File: config.mk
export PLATFORM = sky130hd
export DESIGN_NAME = prefetch_queue
export DESIGN_NICKNAME = d
export VERILOG_FILES = /design/src/rtl/prefetch_queue_pkg.sv /design/src/rtl/prefetch_queue_fifo.sv /design/src/rtl/prefetch_queue.sv
export SDC_FILE = /design/constraint.sdc
export NUM_CORES = 1
export LEC_CHECK = 0
export ABC_AREA = 0
export CORE_ASPECT_RATIO = 0.8
export CORE_MARGIN = 3
export CORE_UTILIZATION = 35
export DETAILED_ROUTE_END_ITERATION = 8
export MAX_ROUTING_LAYER = met4
export PLACE_DENSITY = 0.66
export SYNTH_ARGS = -nofsm -noshare
export SYNTH_HDL_FRONTEND = slang
export SYNTH_SLANG_ARGS = --single-unit
File: constraint.sdc
create_clock -name clk_i -period 4.05 [get_ports clk_i]
set_input_delay 0.81 -clock clk_i [delete_from_list [all_inputs] [get_ports clk_i]]
set_output_delay 0.81 -clock clk_i [all_outputs]
set_load 0.03 [all_outputs]
File: src/rtl/prefetch_queue_pkg.sv
// Shared definitions for the t8086 fetch front end: physical address width,
// the queue entry layout and the segment:offset address helper.
package prefetch_queue_pkg;

    localparam int unsigned PHYS_W = 20;

    // One queued instruction byte together with the offset it was fetched from.
    typedef struct packed {
        logic [15:0] ip;
        logic [7:0]  data;
    } pfq_entry_t;

    // Real-mode physical address; the carry out of bit 19 is dropped.
    function automatic logic [PHYS_W-1:0] phys_addr(input logic [15:0] cs,
                                                    input logic [15:0] ip);
        logic [PHYS_W-1:0] sum;
        sum = {cs, 4'b0000} + {4'b0000, ip};
        return sum;
    endfunction

endpackage

File: src/rtl/prefetch_queue_fifo.sv
// Circular buffer of Depth {ip,byte} entries with head/tail pointers that wrap
// at Depth, an occupancy counter and a synchronous clear that beats push/pop.
module prefetch_queue_fifo
    import prefetch_queue_pkg::*;
#(
    parameter int unsigned Depth = 6,
    localparam int unsigned LevelW = $clog2(Depth + 1),
    localparam int unsigned PtrW = $clog2(Depth)
) (
    input  logic              clk_i,
    input  logic              rst_ni,
    input  logic              clear_i,
    input  logic              push_i,
    input  pfq_entry_t        wdata_i,
    input  logic              pop_i,
    output pfq_entry_t        rdata_o,
    output logic              empty_o,
    output logic [LevelW-1:0] level_o
);

    localparam logic [PtrW-1:0] LastPtr = PtrW'(Depth - 1);

    pfq_entry_t        mem_q [Depth];
    logic [PtrW-1:0]   head_q, head_d;
    logic [PtrW-1:0]   tail_q, tail_d;
    logic [LevelW-1:0] level_q, level_d;

    function automatic logic [PtrW-1:0] ptr_inc(input logic [PtrW-1:0] p);
        return (p == LastPtr) ? '0 : p + PtrW'(1);
    endfunction

    // Next-state for pointers and occupancy; clear discards everything.
    always_comb begin
        head_d  = head_q;
        tail_d  = tail_q;
        level_d = level_q;
        if (clear_i) begin
            head_d  = '0;
            tail_d  = '0;
            level_d = '0;
        end else begin
            if (push_i) tail_d = ptr_inc(tail_q);
            if (pop_i)  head_d = ptr_inc(head_q);
            if (push_i && !pop_i)      level_d = level_q + LevelW'(1);
            else if (!push_i && pop_i) level_d = level_q - LevelW'(1);
        end
    end

    // Pointer and occupancy registers.
    always_ff @(posedge clk_i or negedge rst_ni) begin
        if (!rst_ni) begin
            head_q  <= '0;
            tail_q  <= '0;
            level_q <= '0;
        end else begin
            head_q  <= head_d;
            tail_q  <= tail_d;
            level_q <= level_d;
        end
    end

    // Storage write; entries need no reset since reads are qualified by empty.
    always_ff @(posedge clk_i) begin
        if (push_i && !clear_i) mem_q[tail_q] <= wdata_i;
    end

    assign rdata_o = mem_q[head_q];
    assign empty_o = (level_q == '0);
    assign level_o = level_q;

endmodule

File: src/rtl/prefetch_queue.sv
// Instruction prefetch queue: issues ROM byte fetches from CS:IP, buffers the
// returned bytes and hands them out in program order over valid/ready.
// Optional feature macro PFQ_BYPASS_EN: a return arriving at an empty queue is
// presented on the output in the same cycle.
module prefetch_queue
    import prefetch_queue_pkg::*;
#(
    parameter int unsigned DEPTH    = 6,
    parameter logic [15:0] RESET_CS = 16'h0000,
    parameter logic [15:0] RESET_IP = 16'h0000,
    localparam int unsigned LevelW = $clog2(DEPTH + 1)
) (
    input  logic              clk_i,
    input  logic              rst_ni,
    input  logic              flush_i,
    input  logic [15:0]       flush_cs_i,
    input  logic [15:0]       flush_ip_i,
    output logic              rom_en_o,
    output logic [PHYS_W-1:0] rom_addr_o,
    input  logic [7:0]        rom_data_i,
    output logic              out_valid_o,
    output logic [7:0]        out_byte_o,
    output logic [15:0]       out_ip_o,
    input  logic              out_ready_i,
    output logic [LevelW-1:0] level_o
);

    localparam logic [LevelW:0] DepthC = (LevelW + 1)'(DEPTH);

    logic        run_q;       // low until the first edge after reset release
    logic [15:0] cs_q;
    logic [15:0] ip_q;
    logic        inflight_q;  // a byte returns on rom_data_i this cycle
    logic [15:0] ret_ip_q;    // offset of the returning byte
    pfq_entry_t  hold_q;      // last presented entry, shown while empty

    logic              fifo_empty;
    logic [LevelW-1:0] fifo_level;
    pfq_entry_t        fifo_rdata;
    logic              fifo_push;
    logic              fifo_pop;
    logic [LevelW:0]   occupancy;
    logic              issue;
    logic              ret_valid;
    pfq_entry_t        ret_entry;
    logic              head_valid;
    pfq_entry_t        head_entry;

    // Issue decision on pre-pop level; a flush drops the returning byte.
    always_comb begin
        occupancy = {1'b0, fifo_level} + {{LevelW{1'b0}}, inflight_q};
        issue     = run_q && !flush_i && (occupancy < DepthC);
        ret_valid = inflight_q && !flush_i;
        ret_entry = '{ip: ret_ip_q, data: rom_data_i};
    end

`ifdef PFQ_BYPASS_EN
    // Empty queue: present the return directly; store it only if not taken.
    always_comb begin
        head_valid = !fifo_empty || ret_valid;
        head_entry = fifo_empty ? ret_entry : fifo_rdata;
        fifo_push  = ret_valid && !(fifo_empty && out_ready_i);
        fifo_pop   = !fifo_empty && out_ready_i && !flush_i;
    end
`else
    // Outputs come only from queue storage.
    always_comb begin
        head_valid = !fifo_empty;
        head_entry = fifo_rdata;
        fifo_push  = ret_valid;
        fifo_pop   = !fifo_empty && out_ready_i && !flush_i;
    end
`endif

    // Fetch pointer, in-flight tracking and held output.
    always_ff @(posedge clk_i or negedge rst_ni) begin
        if (!rst_ni) begin
            run_q      <= 1'b0;
            cs_q       <= RESET_CS;
            ip_q       <= RESET_IP;
            inflight_q <= 1'b0;
            ret_ip_q   <= '0;
            hold_q     <= '0;
        end else begin
            run_q      <= 1'b1;
            inflight_q <= issue;
            if (issue) ret_ip_q <= ip_q;
            if (flush_i) begin
                cs_q <= flush_cs_i;
                ip_q <= flush_ip_i;
            end else if (issue) begin
                ip_q <= ip_q + 16'd1;  // wraps within the segment
            end
            if (head_valid) hold_q <= head_entry;
        end
    end

    prefetch_queue_fifo #(
        .Depth (DEPTH)
    ) u_fifo (
        .clk_i   (clk_i),
        .rst_ni  (rst_ni),
        .clear_i (flush_i),
        .push_i  (fifo_push),
        .wdata_i (ret_entry),
        .pop_i   (fifo_pop),
        .rdata_o (fifo_rdata),
        .empty_o (fifo_empty),
        .level_o (fifo_level)
    );

    assign rom_en_o    = issue;
    assign rom_addr_o  = phys_addr(cs_q, ip_q);
    assign out_valid_o = head_valid;
    assign out_byte_o  = head_valid ? head_entry.data : hold_q.data;
    assign out_ip_o    = head_valid ? head_entry.ip : hold_q.ip;
    assign level_o     = fifo_level;

endmodule

==> key figures, run 1 <==
Logic synthesis
  – Number of enable flip-flop cells after synthesis: 144
  – Share of the synthesized area in the top cell type: 44.98%
  – Synth cell count leaders: 144 x edfxtp_1, 83 x dfrtp_1, 79 x nand2_1, 59 x o21ai_0, 32 x mux2_2
  – Synth Flop Type: edfxtp_1
  – Yosys Warn Count: 0
  – Async SR Flop Fraction: 36.56%
  – Top cells by area, synth: edfxtp_1 45%, dfrtp_1 22%, mux4_2 5.2%, mux2_2 3.7%, nand2_1 3.1%
  – Top-count cell post-synth: edfxtp_1
  – Synthesized area per cell: 14.46 µm²
  – Post-Syn Area: 0.009613 mm²
  – Synthesized net count: 725
  – Cells after Synth: 665
  – FF+latch count, synth: 227
  – Synth cell types: 58
  – Biggest area consumer among synthesized cells: edfxtp_1
  – Seq/Total Area, Yosys: 66.59%

Final layout
  – Final Util: 44.42%
  – Finished Layout Cells: 1,144
  – P&R area growth vs syn: 23.19%
  – # nets final: 829
  – Antenna diodes: 0
  – Share of post-route cells with drive strength above 1: 17.53%

Global routing
  – Largest net degree at the start of global routing: 48
  – Vias in the first global route: 5,622
  – Total Routing Usage GR: 14.22%
  – Global-route wire length before repair: 32,260 µm
  – Antenna violations before repair: 0
  – Grt total ovfl: 0

Pwr
  – Net Sw Frac: 32.52%
  – Sequential Power Share: 39.5%
  – Combinational Power Share: 31.6%
  – Worst IR Drop VDD: 0.3536 mV
  – Leakage: 4.308 nW
  – Pint: 0.005176 W
  – Design Power: 0.007671 W
  – Cell Pwr Density: 647.8 mW/mm²
  – Clock power share: 28.9%
  – Switching power: 0.002495 W

Worst setup path
  – Critical Path End Type: output pin
  – CP max FO: 6
  – Req. time, crit path: 3240 ps
  – Setup crit start kind: flop
  – WP data arrival: 3060 ps
  – CP Class: reg2out

Floorplanning
  – Initial Util: 36.06%
  – Die height: 154.2 µm
  – Die Area: 0.02950 mm²
  – Core area: 0.02666 mm²
  – Die width: 191.3 µm
  – Placement Rows: 53
  – # IOs: 93

CTS
  – # hold bufs at CTS: 0
  – Clk buf depth: 3
  – Clk sinks: 227
  – Clock root buffer: clkbuf_16
  – H-tree depth: 1
  – Clock slew at reported path FFs: 60 ps
  – CTS tree: built
  – Clock latency on the worst-skew pair: 510 ps
  – Post-CTS Setup Inserts: 0
  – Total CTS buffers: 24

Place
  – PortBufs: 92
  – DPL Wire Length: 13,000 µm
  – Setup WS pre-CTS: 241.0 ps
  – GP Congestion: 0.8171
  – Post-Place Cells: 1,100

Timing
  – Pins Over Slew Limit: 0
  – Slew margin rel.: 51.54%
  – Setup repair after global routing missed its margin: no
  – Slew @ Worst Pin: 724.6 ps
  – Fmax: 0.2583 GHz
  – Period Utilization, post-route: 95.59%
  – Tmin final: 3871 ps
  – Layout Skew: 17.96 ps
  – Final hold vios: 0
  – Final Setup Violations: 0
  – Final setup margin: 178.5 ps

Drt
  – # DRC: 0
  – First-pass DRT Iterations: 5
  – 1st-iter DRT viols: 283
  – DR vias: 5,598
  – Post-route ant nets: 0
  – Drt wl/cell: 17.60 µm
  – Final WL: 20,140 µm
  – Vias per cell: 4.893

Flow run
  – # Max-Cap Violations: 0

Outcome
  – Outcome: finished, final reports clean

Hold path
  – Worst Hold Class: in2async
-- cell families after synthesis --
| group | share of synthesized area, % |
|---|---|
| muxes | 11.61 |
| and+or+nand+nor | 7.393 |
| AOI/OAI and AO/OA | 7.016 |
| adders and majority gates | 2.239 |
| xor gates and xnor gates | 2.551 |
| DFF | 66.59 |
| other | 0.03901 |
| buffers and inverters | 2.564 |
-- layer usage --
layer | GRT usage [%] | up-vias | wire (µm)
met5 | - | - | 0
li1 | - | 2676 | -
met2 | 22.28 | 96 | 9624
met1 | 19.73 | 2803 | 9516
met3 | 2.243 | 23 | 677
met4 | 3.178 | 0 | 318
-- stage by stage --
step | cell area, µm² | TNS [ps] | hold WS, ps
final | 11840 | 0 | 298.6
after global routing | 11840 | 0 | 332.5
after CTS | 11830 | 0 | 306.5
after detailed placement | 11020 | 0 | 488.4
after global placement | 11020 | 0 | 478.3
after floorplan | 9625 | -20.26 | 487.5
-- critical path, stage by stage (launching register included) --
cell	delay (ps)
dfrtp_1	440
ha_1	370
a21o_1	190
a31o_2	220
o21ai_1	270
a21oi_1	120
a311oi_1	220
clkdlybuf4s50_1	710
-- power by group through the flow --
| stage | Sequential, W | Combinational, W | Clock (W) |
|---|---|---|---|
| 2_1_floorplan | 0.00299 | 0.00156 | 0 |
| 3_3_place_gp | 0.00307 | 0.00245 | 0 |
| 3_5_place_dp | 0.00308 | 0.00246 | 0 |
| 4_1_cts | 0.00304 | 0.00247 | 0.00227 |
| 5_1_grt | 0.00308 | 0.00262 | 0.00237 |
| 6_report | 0.00303 | 0.00242 | 0.00222 |
-- registers in the layout, indices dropped and copies added, names as in the netlist --
name	flops
u_fifo.head_q	3
inflight_q	1
ip_q	16
u_fifo.tail_q	3
u_fifo.level_o	3
u_fifo.mem_q	144
ret_ip_q	16
cs_q	16
hold_q	24
run_q	1
-- worst paths after layout --
check | slack, ps | cells after the start | end | from
worst min register to register | 500 | 2 | hold_q[23] | hold_q[23]
worst min-delay path | 300 | 1 | ip_q[9] | rst_ni
worst max-delay path | 180 | 7 | rom_addr_o[13] | ip_q[8]
min in group clk_i | 500 | 2 | hold_q[23] | hold_q[23]
worst max register to register | 1480 | 9 | ip_q[14] | inflight_q
max in group asynchronous | 3000 | 2 | hold_q[1] | rst_ni
-- area by class of cell --
type	count	area [µm²]
clock inverter	10	140.1
multi-input combinational	388	3020
tap	357	446.7
sequential	227	6404
inverter	13	48.80
timing repair buffer	115	1115
clock buffer	34	668.1
fill	2390	14820
-- placed cells by master (no fill, tap or decap), drive strengths merged, types with 6 or more instances in the layout --
master,netlist,routed
edfxtp,144,144
dfrtp,83,83
ha,14,14
inv,13,13
clkinv,0,7
nor3,7,7
a21oi,21,21
mux4,22,22
nand4,6,6
xnor2,16,16
clkdlybuf4s50,0,82
buf,18,25
nor2,28,28
mux2i,26,26
o21ai,63,63
nand2,79,79
clkbuf,19,35
nand3,6,6
xor2,12,12
mux2,32,32
-- what timing repair did --
action | 4_1_cts | 5_1_grt
gates resized for setup | 6 | 9
cloned | 0 | 0
endpoints found under the setup margin | 4 | 6
endpoints found under the hold margin | 0 | 0
No activity file was read; power rests on OpenSTA's default activity.
==> run 2: changes to the inputs <==
DONT_BUFFER_PORTS = 1   (was not set)
PLACE_DENSITY = 0.62   (was 0.66)
REMOVE_ABC_BUFFERS = 1   (was not set)
==> key figures, run 2 (synthesis results as in run 1) <==
Drt
  – Final WL: 19,300 µm (-4.2%)
  – DR vias: 5,152 (-8.0%)
  – Post-route ant nets: 0 (unchanged)
  – Vias per cell: 4.944 (+1.0%)
  – Drt wl/cell: 18.52 µm (+5.2%)
  – First-pass DRT Iterations: 4 (-1)
  – # DRC: 0 (unchanged)
  – 1st-iter DRT viols: 258 (-8.8%)

Global routing
  – Total Routing Usage GR: 13.56% (-0.65 points)
  – Vias in the first global route: 5,197 (-7.6%)
  – Antenna violations before repair: 0 (unchanged)
  – Grt total ovfl: 0 (unchanged)
  – Global-route wire length before repair: 30,450 µm (-5.6%)
  – Largest net degree at the start of global routing: 84 (+75%)

Final layout
  – Top Registers: u_fifo.mem_q x144, hold_q x24
  – Fill count: 2,452 (+2.6%)
  – Multi-input combinational cell area: 0.002998 mm² (-0.75%)
  – Register Area: 0.006404 mm² (unchanged)
  – Commonest non-fill, non-tap cells in the layout: 144 x edfxtp_1, 81 x dfrtp_1, 79 x nand2_1
  – Share of post-route cells with drive strength above 1: 17.37% (-0.16 points)
  – # nets final: 729 (-12%)
  – Most common cell after layout, fill and taps aside: edfxtp_1
  – Max reg flops: 144 (unchanged)
  – P&R area growth vs syn: 12.05%
  – Top reg by flops: u_fifo.mem_q
  – Antenna diodes: 0 (unchanged)

Floorplanning
  – Placement Rows: 53 (unchanged)
  – Die width: 191.3 µm (unchanged)
  – Die height: 154.2 µm (unchanged)
  – Initial Util: 36.06% (unchanged)
  – # IOs: 93 (unchanged)
  – Die Area: 0.02950 mm² (unchanged)
  – Core area: 0.02666 mm² (unchanged)

Worst setup path
  – CP Class: reg2out
  – Critical path depth: 10 (+3)
  – Critical Path End Type: output pin
  – Reg2reg end: ip_q[14]
  – Setup crit start kind: flop
  – Slowest-stage cell, CP: dfrtp_2
  – WP data arrival: 3000 ps (-60 ps)
  – CP endpoint: rom_addr_o[18]
  – CP max FO: 6 (unchanged)
  – Cell Chain, Critical Path: ha_1 > inv_1 > fa_1 > and2b_1 > o2111ai_1 > a21oi_2 > nor2_1 > a221oi_1 > xor2_1 > buf_4
  – CP top delay family: compound AO/OA/AOI/OAI gates
  – Critical path's largest stage delay: 410 ps (-300 ps)
  – Req. time, crit path: 3240 ps (about the same)
  – CP startpoint: ip_q[4]
  – Buffer and inverter count on the worst path: 2 (+1)
  – Worst-case reg-to-reg path depth: 9 (unchanged)
  – Worst reg2reg setup slack: 1230 ps (-250 ps)
  – Reg2reg start: u_fifo.level_o[0]

Pwr
  – Pint: 0.004502 W (-13%)
  – Net Sw Frac: 34.35% (+1.8 points)
  – Clock power share: 29.7% (+0.8 points)
  – Combinational Power Share: 25.4% (-6.2 points)
  – Switching power: 0.002356 W (-5.6%)
  – Cell Pwr Density: 636.6 mW/mm² (-1.7%)
  – Worst IR Drop VDD: 0.5584 mV (+58%)
  – Leakage: 3.817 nW (-11%)
  – Sequential Power Share: 45.0% (+5.5 points)

CTS
  – H-tree depth: 1 (unchanged)
  – CTS tree: built
  – Clk sinks: 227 (unchanged)
  – Clock root buffer: clkbuf_16
  – Total CTS buffers: 23 (-4.2%)
  – Post-CTS Setup Inserts: 0 (unchanged)
  – Clk buf depth: 3 (unchanged)
  – Clock slew at reported path FFs: 60 ps (about the same)
  – Clock latency on the worst-skew pair: 510 ps (about the same)

Timing
  – WHS: 198.5 ps (-100.1 ps)
  – Period Utilization, post-route: 94.13% (-1.5 points)
  – Tmin final: 3812 ps (-59.04 ps)
  – Slew @ Worst Pin: 1153 ps (+428.1 ps)
  – Pins Over Slew Limit: 0 (unchanged)
  – Setup repair after global routing missed its margin: no
  – Final hold vios: 0 (unchanged)
  – Slew margin rel.: 22.34% (-29 points)
  – Layout Skew: 12.75 ps (-5.210 ps)
  – Setup_tns: 0 ps (unchanged)
  – Final Setup Violations: 0 (unchanged)
  – Fmax: 0.2623 GHz (+1.5%)

Hold path
  – Worst Hold Class: in2async

Flow run
  – # Max-Cap Violations: 0 (unchanged)

Place
  – DPL Wire Length: 11,960 µm (-8.0%)
  – PortBufs: 0 (-100%)
  – GP Congestion: 0.7757 (-5.1%)

Outcome
  – Outcome: finished, final reports clean
==> run 2: changes by cell type in the layout (fill, tap and decap cells not counted), sizes merged, moves of 2 or more <==
cell and change:
buf -9, clkbuf -5, clkdlybuf4s50 -82, clkinvlp +2
dlygate4sd2 -2, dlymetal6s2s -4
==> run 2: worst min path at each step <==
stage	start	to	slack [ps]	depth (start not counted)
finish	rst_ni	u_fifo.head_q[1]	200	1
global route	rst_ni	u_fifo.head_q[1]	230	1
CTS	rst_ni	hold_q[5]	230	1
detailed placement	cs_q[9]	cs_q[9]	510	1
global placement	cs_q[9]	cs_q[9]	500	1
floorplan	cs_q[0]	cs_q[0]	490	1
==> run 2: per-stage QoR <==
stage	setup WS (ps)	area (µm²)	power, W	utilization, %	instances
CTS	103.0	10770	0.006972	40.39	1042
finish	237.6	10770	0.006858	40.41	1042
floorplan	15.34	9415	0.004495	-	628
detailed placement	683.4	10030	0.004894	37.62	1000
global placement	728.2	10030	0.004866	37.62	1000
global route	34.98	10770	0.007217	40.41	1042
==> run 2: layer usage <==
layer,vias up,routed length [µm],track usage (%)
li1,2474,-,-
met2,102,8661,20.28
met5,-,0,-
met1,2543,9195,18.99
met3,33,1021,3.036
met4,0,418,3.144
==> run 2: worst reg2reg max path: stages, from the launching register on <==
cell,delay [ps]
dfrtp_1,550
and2_1,240
ha_1,180
xnor2_1,210
o211ai_2,220
nor2_2,550
buf_4,300
nand4_2,150
o21ai_0,180
o311ai_1,110
==> run 2: area by class of cell <==
| type | instances | area share, % |
|---|---|---|
| inverters | 13 | 0.4530 |
| flip-flops and latches | 227 | 59.45 |
| repair buffers | 16 | 1.533 |
| multi-input cells | 388 | 27.83 |
| clock inverters | 11 | 0.9990 |
| well taps | 357 | 4.147 |
| clock buffers | 30 | 5.587 |
==> run 2: what timing repair did <==
| item | 4_1_cts | 5_1_grt |
|---|---|---|
| resized for setup | 0 | 2 |
| setup endpoints to repair | 0 | 1 |
| endpoints found under the hold margin | 83 | 0 |
| hold buffers | 1 | 0 |
==> run 2: power groups by stage <==
stage	Combinational, W	Sequential, W	Clock (W)
finish	0.00174	0.00308	0.00204
global route	0.00190	0.00313	0.00219
CTS	0.00178	0.00309	0.00210
detailed placement	0.00176	0.00314	0
global placement	0.00174	0.00313	0
floorplan	0.00139	0.00310	0
==> run 3: changes to the inputs <==
CAP_MARGIN = 25   (was not set)
==> key figures, run 3 (synthesis results as in run 1) <==
Outcome
  – Outcome: finished, final reports clean

Timing
  – Layout Skew: 11.69 ps (-1.060 ps)
  – Fmax: 0.2627 GHz (+0.15%)
  – Setup_tns: 0 ps (unchanged)
  – Slew @ Worst Pin: 1059 ps (-93.66 ps)
  – Pins Over Slew Limit: 0 (unchanged)
  – Period Utilization, post-route: 94.00% (-0.14 points)
  – Final hold vios: 0 (unchanged)
  – Tmin final: 3807 ps (-5.604 ps)
  – Final Setup Violations: 0 (unchanged)
  – Slew margin rel.: 28.65% (+6.3 points)
  – Setup repair after global routing missed its margin: no
  – WHS: 206.8 ps (+8.304 ps)

Worst setup path
  – CP Class: reg2out
  – Critical path's largest stage delay: 410 ps (about the same)
  – Critical Path End Type: output pin
  – CP top delay family: compound AO/OA/AOI/OAI gates
  – Setup crit start kind: flop
  – Slowest-stage cell, CP: dfrtp_2
  – CP max FO: 6 (unchanged)
  – Buffer and inverter count on the worst path: 2 (unchanged)
  – WP data arrival: 3000 ps (about the same)
  – Req. time, crit path: 3240 ps (about the same)
  – Cell Chain, Critical Path: ha_1 > inv_1 > fa_1 > and2b_1 > o2111ai_1 > a21oi_2 > nor2_1 > a221oi_1 > xor2_1 > buf_4

Drt
  – 1st-iter DRT viols: 306 (+19%)
  – Final WL: 19,620 µm (+1.7%)
  – First-pass DRT Iterations: 4 (unchanged)
  – Drt wl/cell: 18.47 µm (-0.26%)
  – DR vias: 5,303 (+2.9%)
  – Post-route ant nets: 0 (unchanged)
  – # DRC: 0 (unchanged)
  – Vias per cell: 4.993 (+0.99%)

Floorplanning
  – # IOs: 93 (unchanged)
  – Die Area: 0.02950 mm² (unchanged)
  – Die height: 154.2 µm (unchanged)
  – Placement Rows: 53 (unchanged)
  – Core area: 0.02666 mm² (unchanged)
  – Die width: 191.3 µm (unchanged)
  – Initial Util: 36.06% (unchanged)

Final layout
  – Top reg by flops: u_fifo.mem_q
  – Commonest non-fill, non-tap cells in the layout: 144 x edfxtp_1, 81 x dfrtp_1, 79 x nand2_1
  – P&R area growth vs syn: 13.20%
  – # nets final: 750 (+2.9%)
  – Finished Layout Cells: 1,062 (+1.9%)
  – Max reg flops: 144 (unchanged)
  – Share of post-route cells with drive strength above 1: 18.87% (+1.5 points)
  – Antenna diodes: 0 (unchanged)
  – Top Registers: u_fifo.mem_q x144, hold_q x24
  – Most common cell after layout, fill and taps aside: edfxtp_1

CTS
  – Total CTS buffers: 23 (unchanged)
  – Clock root buffer: clkbuf_16
  – Clock latency on the worst-skew pair: 500 ps (about the same)
  – Clk sinks: 227 (unchanged)
  – Clock slew at reported path FFs: 60 ps (about the same)
  – CTS tree: built
  – Post-CTS Setup Inserts: 0 (unchanged)
  – Clk buf depth: 3 (unchanged)
  – H-tree depth: 1 (unchanged)

Pwr
  – Sequential Power Share: 44.1% (-0.9 points)
  – Cell Pwr Density: 642.1 mW/mm² (+0.87%)
  – Switching power: 0.002382 W (+1.1%)
  – Pint: 0.004606 W (+2.3%)
  – Leakage: 3.890 nW (+1.9%)
  – Combinational Power Share: 26.6% (+1.2 points)
  – Worst IR Drop VDD: 0.4491 mV (-20%)
  – Design Power: 0.006988 W (+1.9%)
  – Net Sw Frac: 34.08% (-0.27 points)
  – Clock power share: 29.3% (-0.4 points)

Place
  – Post-Place Cells: 1,016 (+1.6%)
  – DPL Wire Length: 12,060 µm (+0.80%)
  – GP Congestion: 0.7757 (unchanged)
  – PortBufs: 0 (unchanged)

Global routing
  – Largest net degree at the start of global routing: 75 (-11%)
  – Grt total ovfl: 0 (unchanged)
  – Vias in the first global route: 5,237 (+0.77%)
  – Total Routing Usage GR: 13.73% (+0.17 points)
  – Antenna violations before repair: 0 (unchanged)
  – Global-route wire length before repair: 30,880 µm (+1.4%)

Hold path
  – Worst Hold Class: in2async

Flow run
  – # Max-Cap Violations: 0 (unchanged)
run 3: what timing repair did:
action                                 4_1_cts  5_1_grt
setup endpoints to repair                    0        1
gates resized for setup                      0        2
hold buffers                                 2        0
endpoints found under the hold margin       74        0
run 3: layout make-up:
| cell class | count | area, µm² |
|---|---|---|
| Fill cell | 2484 | 15780 |
| Sequential cell | 227 | 6404 |
| Multi-Input combinational cell | 388 | 2998 |
| Clock buffer | 29 | 608.1 |
| Tap cell | 357 | 446.7 |
| Timing Repair Buffer | 37 | 267.8 |
| Clock inverter | 11 | 108.9 |
| Inverter | 13 | 48.80 |
run 3: per-stage QoR:
| stage | area, µm² | setup slack [ps] | util [%] |
|---|---|---|---|
| final | 10880 | 243.2 | 40.82 |
| after detailed placement | 10100 | 667.3 | 37.89 |
| after CTS | 10850 | 116.6 | 40.72 |
| after global placement | 10030 | 728.2 | 37.62 |
| after floorplan | 9415 | 15.34 | - |
| after global routing | 10880 | 65.87 | 40.82 |
run 3: final timing paths:
kind / end / slack (ps) / from / cells after the start
worst max-delay path: rom_addr_o[18] / 240 / ip_q[4] / 10
worst min-delay path: u_fifo.level_o[0] / 210 / rst_ni / 1
worst max register to register: ip_q[14] / 1180 / u_fifo.level_o[0] / 9
worst min register to register: cs_q[5] / 510 / cs_q[5] / 1
max in group asynchronous: ret_ip_q[0] / 2820 / rst_ni / 1
min in group clk_i: u_fifo.mem_q[2][5] / 410 / rom_data_i[5] / 0
run 3: per-layer routing:
metal  vias to the layer above  track usage [%]  share of wire [%]
li1                       2517                -                  -
met3                        23            2.787                6.0
met4                         0            2.620                1.5
met5                         -                -                  0
met2                       116            20.41                 45
met1                      2647            19.77                 48
run 3: power by group through the flow:
stage	Clock, W	Sequential, W	Combinational [W]
global placement	0	0.00313	0.00174
CTS	0.00211	0.00309	0.00188
finish	0.00204	0.00308	0.00186
global route	0.00220	0.00313	0.00204
detailed placement	0	0.00314	0.00185
floorplan	0	0.00310	0.00139
